File: src/rtl/inclusion_scanner.sv
// inclusion_scanner: captures one DW-bit word, walks a run-time loadable DEPTH-entry
// pattern/mask/result table one entry per cycle, and reports an OW-bit result with a
// level handshake on START/VALID.
// Optional build macro: INCLUSION_SCANNER_FIRST_MATCH_EN selects priority (first match)
// mode; when undefined every entry is scanned and the matching results are ORed.
module inclusion_scanner #(
    parameter int unsigned DW    = 8,
    parameter int unsigned OW    = 4,
    parameter int unsigned DEPTH = 8,
    localparam int unsigned AW   = $clog2(DEPTH)
) (
    input  logic          clock,
    input  logic          reset_n,
    input  logic          START,
    input  logic [DW-1:0] I,
    input  logic          CFG_WE,
    input  logic [AW-1:0] CFG_ADDR,
    input  logic [DW-1:0] CFG_PAT,
    input  logic [DW-1:0] CFG_MASK,
    input  logic [OW-1:0] CFG_RES,
    output logic [OW-1:0] O,
    output logic          HIT,
    output logic          VALID,
    output logic          BUSY
);

    typedef enum logic [1:0] {
        StIdle,
        StScan,
        StDone
    } state_e;

    state_e        r_state;
    state_e        w_state_nxt;

    logic [DW-1:0] r_pat  [DEPTH];
    logic [DW-1:0] r_mask [DEPTH];
    logic [OW-1:0] r_res  [DEPTH];

    logic [AW-1:0] r_mar;
    logic [DW-1:0] r_in;
    logic [OW-1:0] r_out;
    logic          r_hit_acc;
    logic [OW-1:0] r_o;
    logic          r_hit;

    logic          w_match;
    logic          w_last;
    logic          w_scan_end;
    logic [OW-1:0] w_out_nxt;
    logic          w_hit_nxt;
    logic [OW-1:0] w_o_fin;
    logic          w_hit_fin;
    logic          w_cfg_wr;

    // Evaluate the entry addressed by MAR and form the running/final results.
    always_comb begin
        w_match   = ((r_in & r_mask[r_mar]) == (r_pat[r_mar] & r_mask[r_mar]));
        w_last    = (r_mar == AW'(DEPTH - 1));
        w_out_nxt = r_out | (w_match ? r_res[r_mar] : '0);
        w_hit_nxt = r_hit_acc | w_match;
`ifdef INCLUSION_SCANNER_FIRST_MATCH_EN
        // Lowest matching index wins; a miss on the last entry reports nothing.
        w_scan_end = w_match | w_last;
        w_o_fin    = w_match ? r_res[r_mar] : '0;
        w_hit_fin  = w_match;
`else
        w_scan_end = w_last;
        w_o_fin    = w_out_nxt;
        w_hit_fin  = w_hit_nxt;
`endif
    end

    // Table writes are only honoured outside SCAN so a scan sees a stable table.
    assign w_cfg_wr = CFG_WE && (r_state != StScan);

    // State register.
    always_ff @(posedge clock or negedge reset_n) begin
        if (!reset_n) begin
            r_state <= StIdle;
        end else begin
            r_state <= w_state_nxt;
        end
    end

    // Next-state logic for the START/VALID level handshake.
    always_comb begin
        w_state_nxt = r_state;
        unique case (r_state)
            StIdle: begin
                if (START) begin
                    w_state_nxt = StScan;
                end
            end
            StScan: begin
                if (w_scan_end) begin
                    w_state_nxt = StDone;
                end
            end
            StDone: begin
                // START must be seen low before another scan can be accepted.
                if (!START) begin
                    w_state_nxt = StIdle;
                end
            end
            default: w_state_nxt = StIdle;
        endcase
    end

    // Rule table storage, cleared by reset.
    always_ff @(posedge clock or negedge reset_n) begin
        if (!reset_n) begin
            for (int i = 0; i < int'(DEPTH); i++) begin
                r_pat[i]  <= '0;
                r_mask[i] <= '0;
                r_res[i]  <= '0;
            end
        end else if (w_cfg_wr) begin
            r_pat[CFG_ADDR]  <= CFG_PAT;
            r_mask[CFG_ADDR] <= CFG_MASK;
            r_res[CFG_ADDR]  <= CFG_RES;
        end
    end

    // Scan datapath: capture on accept, accumulate per entry, publish on DONE entry.
    always_ff @(posedge clock or negedge reset_n) begin
        if (!reset_n) begin
            r_mar     <= '0;
            r_in      <= '0;
            r_out     <= '0;
            r_hit_acc <= 1'b0;
            r_o       <= '0;
            r_hit     <= 1'b0;
        end else begin
            unique case (r_state)
                StIdle: begin
                    if (START) begin
                        r_in      <= I;
                        r_mar     <= '0;
                        r_out     <= '0;
                        r_hit_acc <= 1'b0;
                    end
                end
                StScan: begin
                    r_mar     <= r_mar + AW'(1);
                    r_out     <= w_out_nxt;
                    r_hit_acc <= w_hit_nxt;
                    if (w_scan_end) begin
                        r_o   <= w_o_fin;
                        r_hit <= w_hit_fin;
                    end
                end
                default: begin
                end
            endcase
        end
    end

    // Outputs: O/HIT hold between DONE entries; VALID/BUSY decode the state.
    always_comb begin
        O     = r_o;
        HIT   = r_hit;
        VALID = (r_state == StDone);
        BUSY  = (r_state != StIdle);
    end

endmodule

File: config.mk
export PLATFORM = sky130hd
export DESIGN_NAME = inclusion_scanner
export DESIGN_NICKNAME = d
export VERILOG_FILES = /design/src/rtl/inclusion_scanner.sv
export SDC_FILE = /design/constraint.sdc
export NUM_CORES = 1
export LEC_CHECK = 0
export ABC_AREA = 1
export BUFFER_PORTS_ARGS = -buffer_cell sky130_fd_sc_hd__buf_2
export CORE_MARGIN = 2
export CORE_UTILIZATION = 54
export DETAILED_ROUTE_END_ITERATION = 12
export MAX_ROUTING_LAYER = met4
export PLACE_DENSITY = 0.84
export SLEW_MARGIN = 20
export SYNTH_ARGS = -nofsm -noshare
export SYNTH_HDL_FRONTEND = slang
export SYNTH_SLANG_ARGS = --single-unit
File: constraint.sdc
create_clock -name clock -period 2 [get_ports clock]
set_input_delay 0.4 -clock clock [delete_from_list [all_inputs] [get_ports clock]]
set_output_delay 0.4 -clock clock [all_outputs]
set_load 0.05 [all_outputs]
* After elaboration in Yosys (flattened, before gate mapping)
Cells that the tools add are included.
Widths: inputs -> output; s select.
** Operators by class
- Add/sub/neg operators :: 1
- Order comparisons :: 3
- Eq/ne operators :: 8
- Muxes and demuxes :: 27
- Bitwise logic cells :: 6
- Reduce and logical (&&, ||, !) cells :: 9
** Operator list (count)
- $bwmux 64 :: 2
- $bmux 8 s3 :: 2
- $mux 8 :: 5
- $bwmux 32 :: 1
- $demux 8 s3 :: 1
- $mux 4 :: 5
- $and 8x8->8 :: 2
- $bmux 4 s3 :: 1
- $demux 4 s3 :: 1
- $eq 8x8->1 :: 1
- $ge 4x4->1 const B :: 2
- $not 3->4 :: 2
- $pmux 4 s2 :: 1
- $mux 2 :: 3
- $ne 2x2->1 const B :: 3
- $pmux 2 s3 :: 1
- $pmux 3 s2 :: 1
- $reduce_and 2->1 :: 3
- $lt 4x1->1 const B :: 1
- $or 4x4->4 :: 1
- $reduce_bool 2->1 :: 2
- $add 3x1->3 const B :: 1
- $eq 3x3->1 const B :: 1
- $mux 3 :: 1
- other kinds (9) :: 10
** Word-level totals
- Register bits :: 183
- Output and inout port bits :: 7
- Word-level logic and storage cells :: 85

* Depth between registers and ports, before layout
Gate-level depths: netlist of the first run.
- Depth after elaboration :: 9
- Gate-level depth with buffers :: 16
- Depth with buffers taken out :: 15

* Worst setup path before layout of the first run
No wires, ideal clock.
- Kind :: register to register
- From :: reg r_mar[0]
- To :: reg r_o[0], in the netlist O[0]
- Arrival :: 1.544 ns
- Slack :: 0.391 ns
- Stages on the path, launching flop included :: 14
- Buffers on the path :: 2
- Path through :: dfrtp_1 -> buf_6 -> buf_6 -> o211ai_1 -> nand3_1 -> nand2_1 -> nor2_1 -> nor2_1 -> nand3_2 -> nand2_4 -> nand2_2 -> nand2_1 -> nand2_1 -> nand2_1
** Between the ends
- Longest elaborated chain between the ends :: 8
- Elaborated cells on any way between the ends :: 17
** RTL lines
- start: declaration :: RTL line 40 : logic [AW-1:0] r_mar;
- start signal: assignment :: RTL line 145 : r_mar <= r_mar + AW'(1);
- $not 3->4 (not written as such) :: RTL line 58, 60
- $bmux 8 s3 :: RTL line 58 : w_match = ((r_in & r_mask[r_mar]) == (r_pat[r_mar] & r_mask[r_mar]));
- $mux 8 (not written as such) (2 in series) :: RTL line 58
- $and 8x8->8 :: RTL line 58
- $eq 8x8->1 :: RTL line 58
- $mux 4 :: RTL line 60 : w_out_nxt = r_out | (w_match ? r_res[r_mar] : '0);
- $or 4x4->4 :: RTL line 60
- end signal: assignment :: RTL line 149 : r_o <= w_o_fin;
- end: declaration :: RTL line 44 : logic [OW-1:0] r_o;
Several ways; a longest one is shown, not always the timed one. The select of a mux whose other input is x is not followed.
A chain may end at the register's enable or synchronous reset.

* Worst setup path in the final report of the first run
- From :: reg r_mar[0]
- To :: reg r_o[2], in the netlist O[2]
The elaborated chain is that of the path after synthesis.

==> results of run 1 <==
[cells by family (layout without fill, tap and decap cells)]
kind of cell | count (synthesis) | after routing | synth area share [%]
simple gates | 465 | 465 | 22.0
compound gates | 249 | 249 | 15.4
flops | 183 | 183 | 53.9
buf+inv | 168 | 222 | 8.42
fa+ha+maj | 2 | 2 | 0.294
[final timing paths]
path / from / endpoint / slack [ps] / cells past startpoint
setup / recovery: r_mar[0] / O[2] / 30 / 15
hold / removal: I[1] / r_in[1] / 170 / 3
setup reg to reg: r_mar[0] / O[2] / 30 / 15
hold reg to reg: r_pat[39] / r_pat[39] / 490 / 2
max in group asynchronous: reset_n / r_out[1] / 870 / 3
min in group asynchronous: reset_n / r_pat[44] / 490 / 2
[worst reg2reg max path, stage by stage, from the launching register on]
cell	delay (ps)
dfrtp_2	490
buf_6	160
clkbuf_16	170
nand2_1	70
nand3_1	100
nand3_1	100
nand2_1	60
nand2_1	50
nand2_1	90
nor2_2	140
nand3_2	110
nand2_4	140
nand2_2	70
nand2_1	60
nand2_1	50
nand2_1	60
[layout make-up]
type / count / area (um2)
Multi-Input combinational cell: 716 / 3240
Tap cell: 211 / 264
Timing Repair Buffer: 80 / 733
Clock buffer: 20 / 437
Inverter: 110 / 425
Clock inverter: 12 / 201
Fill cell: 1244 / 5430
Sequential cell: 183 / 4580
[metal layers]
metal / up-vias / wire (um) / GRT usage, %
li1: 3510 / - / -
met1: 3634 / 9370 / 37.3
met2: 399 / 10900 / 43.6
met3: 89 / 1820 / 5.45
met4: 0 / 867 / 12.6
met5: - / 0 / -
[where the power goes]
part           switching, W  internal (W)  total, W
sequential          0.00114       0.00554   0.00668
combinational       0.00453       0.00280   0.00733
clock               0.00143       0.00222   0.00365
total               0.00710        0.0106    0.0177
[stage by stage]
step                setup slack (ps)  util (%)  std cells  hold slack, ps
global route                    -142      64.5       1332             176
finish                          25.3      64.5       1332             171
global placement                 113      58.9       1289             403
detailed placement              28.9      58.9       1289             403
floorplan                        391         -       1067             104
CTS                             13.0      63.2       1322             167
[synth_stat cells]
cell,n
nor2_2,1
a21oi_1,17
or2_2,1
o21ai_0,201
a221oi_1,2
a32o_1,3
o21ai_1,6
nor2_1,48
buf_4,3
buf_2,15
nand2_4,1
nand2_2,6
dfrtp_1,183
ha_1,2
buf_6,7
clkbuf_1,33
nand3_2,2
nand3_1,50
inv_4,1
inv_2,1
nand2_1,348
inv_1,108
o22ai_1,5
o211ai_1,15
nand4_1,8
[flip-flops by register name, summed over array words and instances, names as in the netlist]
signal / flops
r_in: 8
r_out: 4
r_mask: 64
r_res: 32
r_state: 2
O: 4
HIT: 1
r_hit_acc: 1
r_mar: 3
r_pat: 64
[what timing repair did]
action / 4_1_cts / 5_1_grt
setup endpoints to repair: 0 / 10
hold buffers: 1 / 0
gates resized for setup: 0 / 20
endpoints found under the hold margin: 46 / 0
buffers inserted: 0 / 4
==> flow_metrics.tcl, run 1 <==
set metrics [dict create \
    min_path_type "in2reg" \
    slowest_stage "dfrtp_2" \
    worstPathRequired_ps 2370 \
    power_w 0.0177 \
    ir_drop_v 0.000852 \
    cts_root_buf "clkbuf_16" \
    grt_pass1_wl_um 35800 \
    htree_levels 4 \
    crit_family "simple AND/OR/NAND/NOR gates" \
    synth_top_area_share_pct 53.9 \
    yosys_warnings 0 \
    globalplace.congestion 0.837 \
    initial_core_util_pct 55.5 \
    placed_area_mm2 0.00902 \
    rsz0062_at_grt "true" \
    via_count 7632 \
    layout_common_cells "348 x nand2_1, 199 x o21ai_0, 182 x dfrtp_1" \
    dpl.hpwl_um 13500 \
    cts-buffers-inserted 17 \
    grt-ovfl-total 0 \
    synth_area_leaders "dfrtp_1 54%, nand2_1 15%, o21ai_0 12%" \
    hold_violations 0 \
    syn_inst 1067 \
    core_area_mm2 0.0153 \
    ys_ff_latch 183 \
    gr-usage-all-layers_pct 28.5 \
    die_h_um 129 \
    grt_pass1_vias 7089 \
    fin_crit_sh_pct 98.7 \
    crit_buf_inv 2 \
    drive_gt1_share_pct 11.8 \
    worstPathArrival_ps 2350 \
    synth.largest_area_cell "dfrtp_1" \
    fmax_mhz 506 \
    p_per_area_mw_per_mm2 1790 \
    path_max_fanout 13 \
    crit_chain "buf_6 -> clkbuf_16 -> nand2_1 -> nand3_1 -> nand3_1 -> nand2_1 -> nand2_1 -> nand2_1 -> nor2_2 -> nand3_2 -> nand2_4 -> nand2_2 -> nand2_1 -> nand2_1 -> nand2_1" \
    drtIter0Drc 1034 \
    start_kind "flop" \
    fin_crit_ps 1970 \
    clockBufferDepth 2 \
    antenna_cells 0 \
    maxSlewHeadroom_pct 64.0 \
    drtAntennaViolNets 0 \
    dr.pass1.iters 6 \
    drv_cap 0 \
    setup-tns-final_ps 0 \
    ys_seq_area_share_pct 53.9 \
    final_common_cell "nand2_1" \
    end_kind "flop" \
    syn_area_mm2 0.00850 \
    final_nets 1145 \
    finalWirelength_um 23000 \
    drc_errors 0 \
    viasPerCell 5.73 \
    clk_pin_slew_ps 70 \
    synth.distinct_cells 25 \
    drv_slew 0 \
    critPathMaxStageDelay_ps 490 \
    cts_sinks 183 \
    rows 45 \
    setup_viol 0 \
    synth_nets 1104 \
    wl_per_cell_um 17.3 \
    area_growth_pct 16.3 \
    antenna_found_initial 0 \
    worst_path_most_repeated_cell "nand2_1" \
    synth.avg_cell_area_um2 7.97 \
    grt_max_degree 53 \
    dieArea_mm2 0.0168 \
    numPortBuffers 41 \
    insertion_delay_ps 440 \
    leakage_nw 5.03 \
    fin_area_mm2 0.00988 \
    fin_skew_ps 9.70 \
    ios 42 \
    worst_slew_pin_slew_ps 541 \
    cts_tree "built" \
    status "finished, final reports clean" \
    die_width_um 129 \
    crit_type "reg2reg" \
]
Power figures use the tool's default switching activity.
==> run 2: changes to the inputs <==
--- a/config.mk
+++ b/config.mk
@@ -12,7 +12,6 @@
 export DETAILED_ROUTE_END_ITERATION = 12
 export MAX_ROUTING_LAYER = met4
 export PLACE_DENSITY = 0.84
-export SLEW_MARGIN = 20
 export SYNTH_ARGS = -nofsm -noshare
 export SYNTH_HDL_FRONTEND = slang
 export SYNTH_SLANG_ARGS = --single-unit
==> constraint.sdc (replaced) <==
create_clock -name clock -period 1.95 [get_ports clock]
set_input_delay 0.39 -clock clock [delete_from_list [all_inputs] [get_ports clock]]
set_output_delay 0.39 -clock clock [all_outputs]
set_load 0.05 [all_outputs]
==> flow_metrics.tcl, run 2 (synthesized netlist as in run 1, its figures left out) <==
set metrics [dict create \
    status "finished, final reports clean" \
    drc_errors 0 \
    viasPerCell 5.48 \
    setup_viol 0 \
    fin_area_mm2 0.00982 \
    antenna_cells 0 \
    register_area_mm2 0.00458 \
    grt_pass1_wl_um 35200 \
    dpl.hpwl_um 13200 \
    whs_endpoint "r_in[7]" \
    rsz0062_at_grt "true" \
    critPathMaxStageDelay_ps 460 \
    crit_buf_inv 2 \
    numPortBuffers 41 \
    path_max_fanout 8 \
    die_width_um 129 \
    intPower_w 0.0107 \
    worstPathArrival_ps 2320 \
    globalplace.congestion 0.867 \
    antenna_found_initial 0 \
    reg.largest.list "r_mask x64, r_pat x64, r_res x32" \
    via_count 7286 \
    leakage_nw 5.01 \
    placed_area_mm2 0.00899 \
    finalWirelength_um 21300 \
    holdWs_ps 168 \
    hold_violations 0 \
    final_common_cell "nand2_1" \
    critical_path.startpoint "r_mar[0]" \
    cts-buffers-inserted 17 \
    layout_common_cells "343 x nand2_1, 199 x o21ai_0, 181 x dfrtp_1" \
    fin_crit_sh_pct 100 \
    htree_levels 4 \
    final_nets 1142 \
    drive_gt1_share_pct 12.3 \
    min_path_cells 3 \
    clockBufferDepth 2 \
    core_area_mm2 0.0153 \
    grt_pass1_vias 6969 \
    gr-usage-all-layers_pct 28.0 \
    min_from "I[7]" \
    drtAntennaViolNets 0 \
    wl_per_cell_um 16.0 \
    p_per_area_mw_per_mm2 1810 \
    nFillCells 1275 \
    slowest_stage "dfrtp_2" \
    cts_root_buf "clkbuf_16" \
    crit_type "reg2reg" \
    rows 45 \
    ir_drop_v 0.00115 \
    maxSlewHeadroom_pct 67.5 \
    multi_input_area_mm2 0.00327 \
    clk_pin_slew_ps 60 \
    drv_cap 0 \
    fmax_mhz 513 \
    dieArea_mm2 0.0168 \
    reg2regPathDepth 15 \
    worst_slew_pin_slew_ps 488 \
    grt_max_degree 49 \
    cts_tree "built" \
    grt-ovfl-total 0 \
    power_frac_clock_pct 21.3 \
    power_frac_seq_pct 38.3 \
    swShare_pct 39.7 \
    die_h_um 129 \
    end_kind "flop" \
    crit_family "simple AND/OR/NAND/NOR gates" \
    insertion_delay_ps 440 \
    drv_slew 0 \
    r2r_slack_ps 0.6 \
    min_path_type "in2reg" \
    fin_skew_ps 11.4 \
    pwr-share-comb_pct 40.4 \
    r2r_end "O[0]" \
    power_w 0.0178 \
    ios 42 \
    start_kind "flop" \
    crit_chain "clkinv_4 -> buf_8 -> nand2_2 -> nand3_2 -> nand2_2 -> nand2_2 -> nand3_1 -> nand2_1 -> nor2_2 -> nand3_2 -> nand2_4 -> nand2_2 -> nand2_1 -> nand2_1 -> nand2_1" \
    initial_core_util_pct 55.5 \
    fin_crit_ps 1950 \
    p_sw_w 0.00706 \
    area_growth_pct 15.5 \
    dr.pass1.iters 5 \
    regToRegStartpoint "r_mar[0]" \
    drtIter0Drc 722 \
    worstPathRequired_ps 2320 \
    cts_sinks 183 \
]
==> run 2: cell count changes in the layout (fill, tap and decap cells not counted), moves of 3 or more <==
cell        delta
nand2_2        +5
buf_12         -4
clkbuf_16      -3
nand2_1        -5
clkinvlp_4     -4
==> run 2: routing by layer <==
layer	global-route usage (%)	part of all wire (%)
met1	37.4	44
met5	-	0
met3	5.00	7.0
met2	43.2	47
met4	10.1	2.2
==> run 2: worst max path at each step <==
stage                          end  slack [ps]  cells past startpoint
final                         O[0]         0.6                     15
after global routing          O[1]        -130                     13
after CTS                 r_out[3]           6                     12
after detailed placement  r_out[1]         -30                     12
after global placement        O[1]          20                     14
after floorplan               O[0]         340                     13
==> run 2: power groups by stage <==
stage	Clock [W]	Combinational (W)	Sequential (W)
global route	0.00401	0.00824	0.00702
CTS	0.00385	0.00677	0.00674
detailed placement	0	0.00664	0.00677
floorplan	0	0.00498	0.00658
global placement	0	0.00640	0.00672
finish	0.00379	0.00719	0.00681
==> run 2: per-stage QoR <==
stage,util [%],instances,setup slack (ps),setup TNS (ps)
2_1_floorplan,-,1067,341,0
3_3_place_gp,58.7,1293,21.5,0
3_5_place_dp,58.7,1293,-34.5,-150
4_1_cts,63.2,1327,5.54,0
5_1_grt,64.1,1329,-133,-774
6_report,64.1,1329,0.617,0
==> run 2: what timing repair did <==
| action | 4_1_cts | 5_1_grt |
|---|---|---|
| setup endpoints to repair | 8 | 10 |
| gates resized for setup | 6 | 29 |
| buffers inserted | 1 | 0 |
| hold endpoints to repair | 42 | 0 |
| pin swaps | 0 | 8 |
| gates cloned | 0 | 2 |
| hold buffers | 1 | 0 |
==> run 2: tightest hold or removal path, delay by kind of cell <==
| family | cells | cell delay [ps] |
|---|---|---|
| buf+inv | 1 | 70 |
| compound gates | 1 | 60 |
| simple gates | 1 | 40 |
==> run 2: cell type report <==
class	instances	area share (%)
Sequential cell	183	46.7
Timing Repair Buffer	77	6.42
Clock buffer	18	4.37
Inverter	110	4.28
Multi-Input combinational cell	716	33.3
Clock inverter	14	2.27
Tap cell	211	2.69
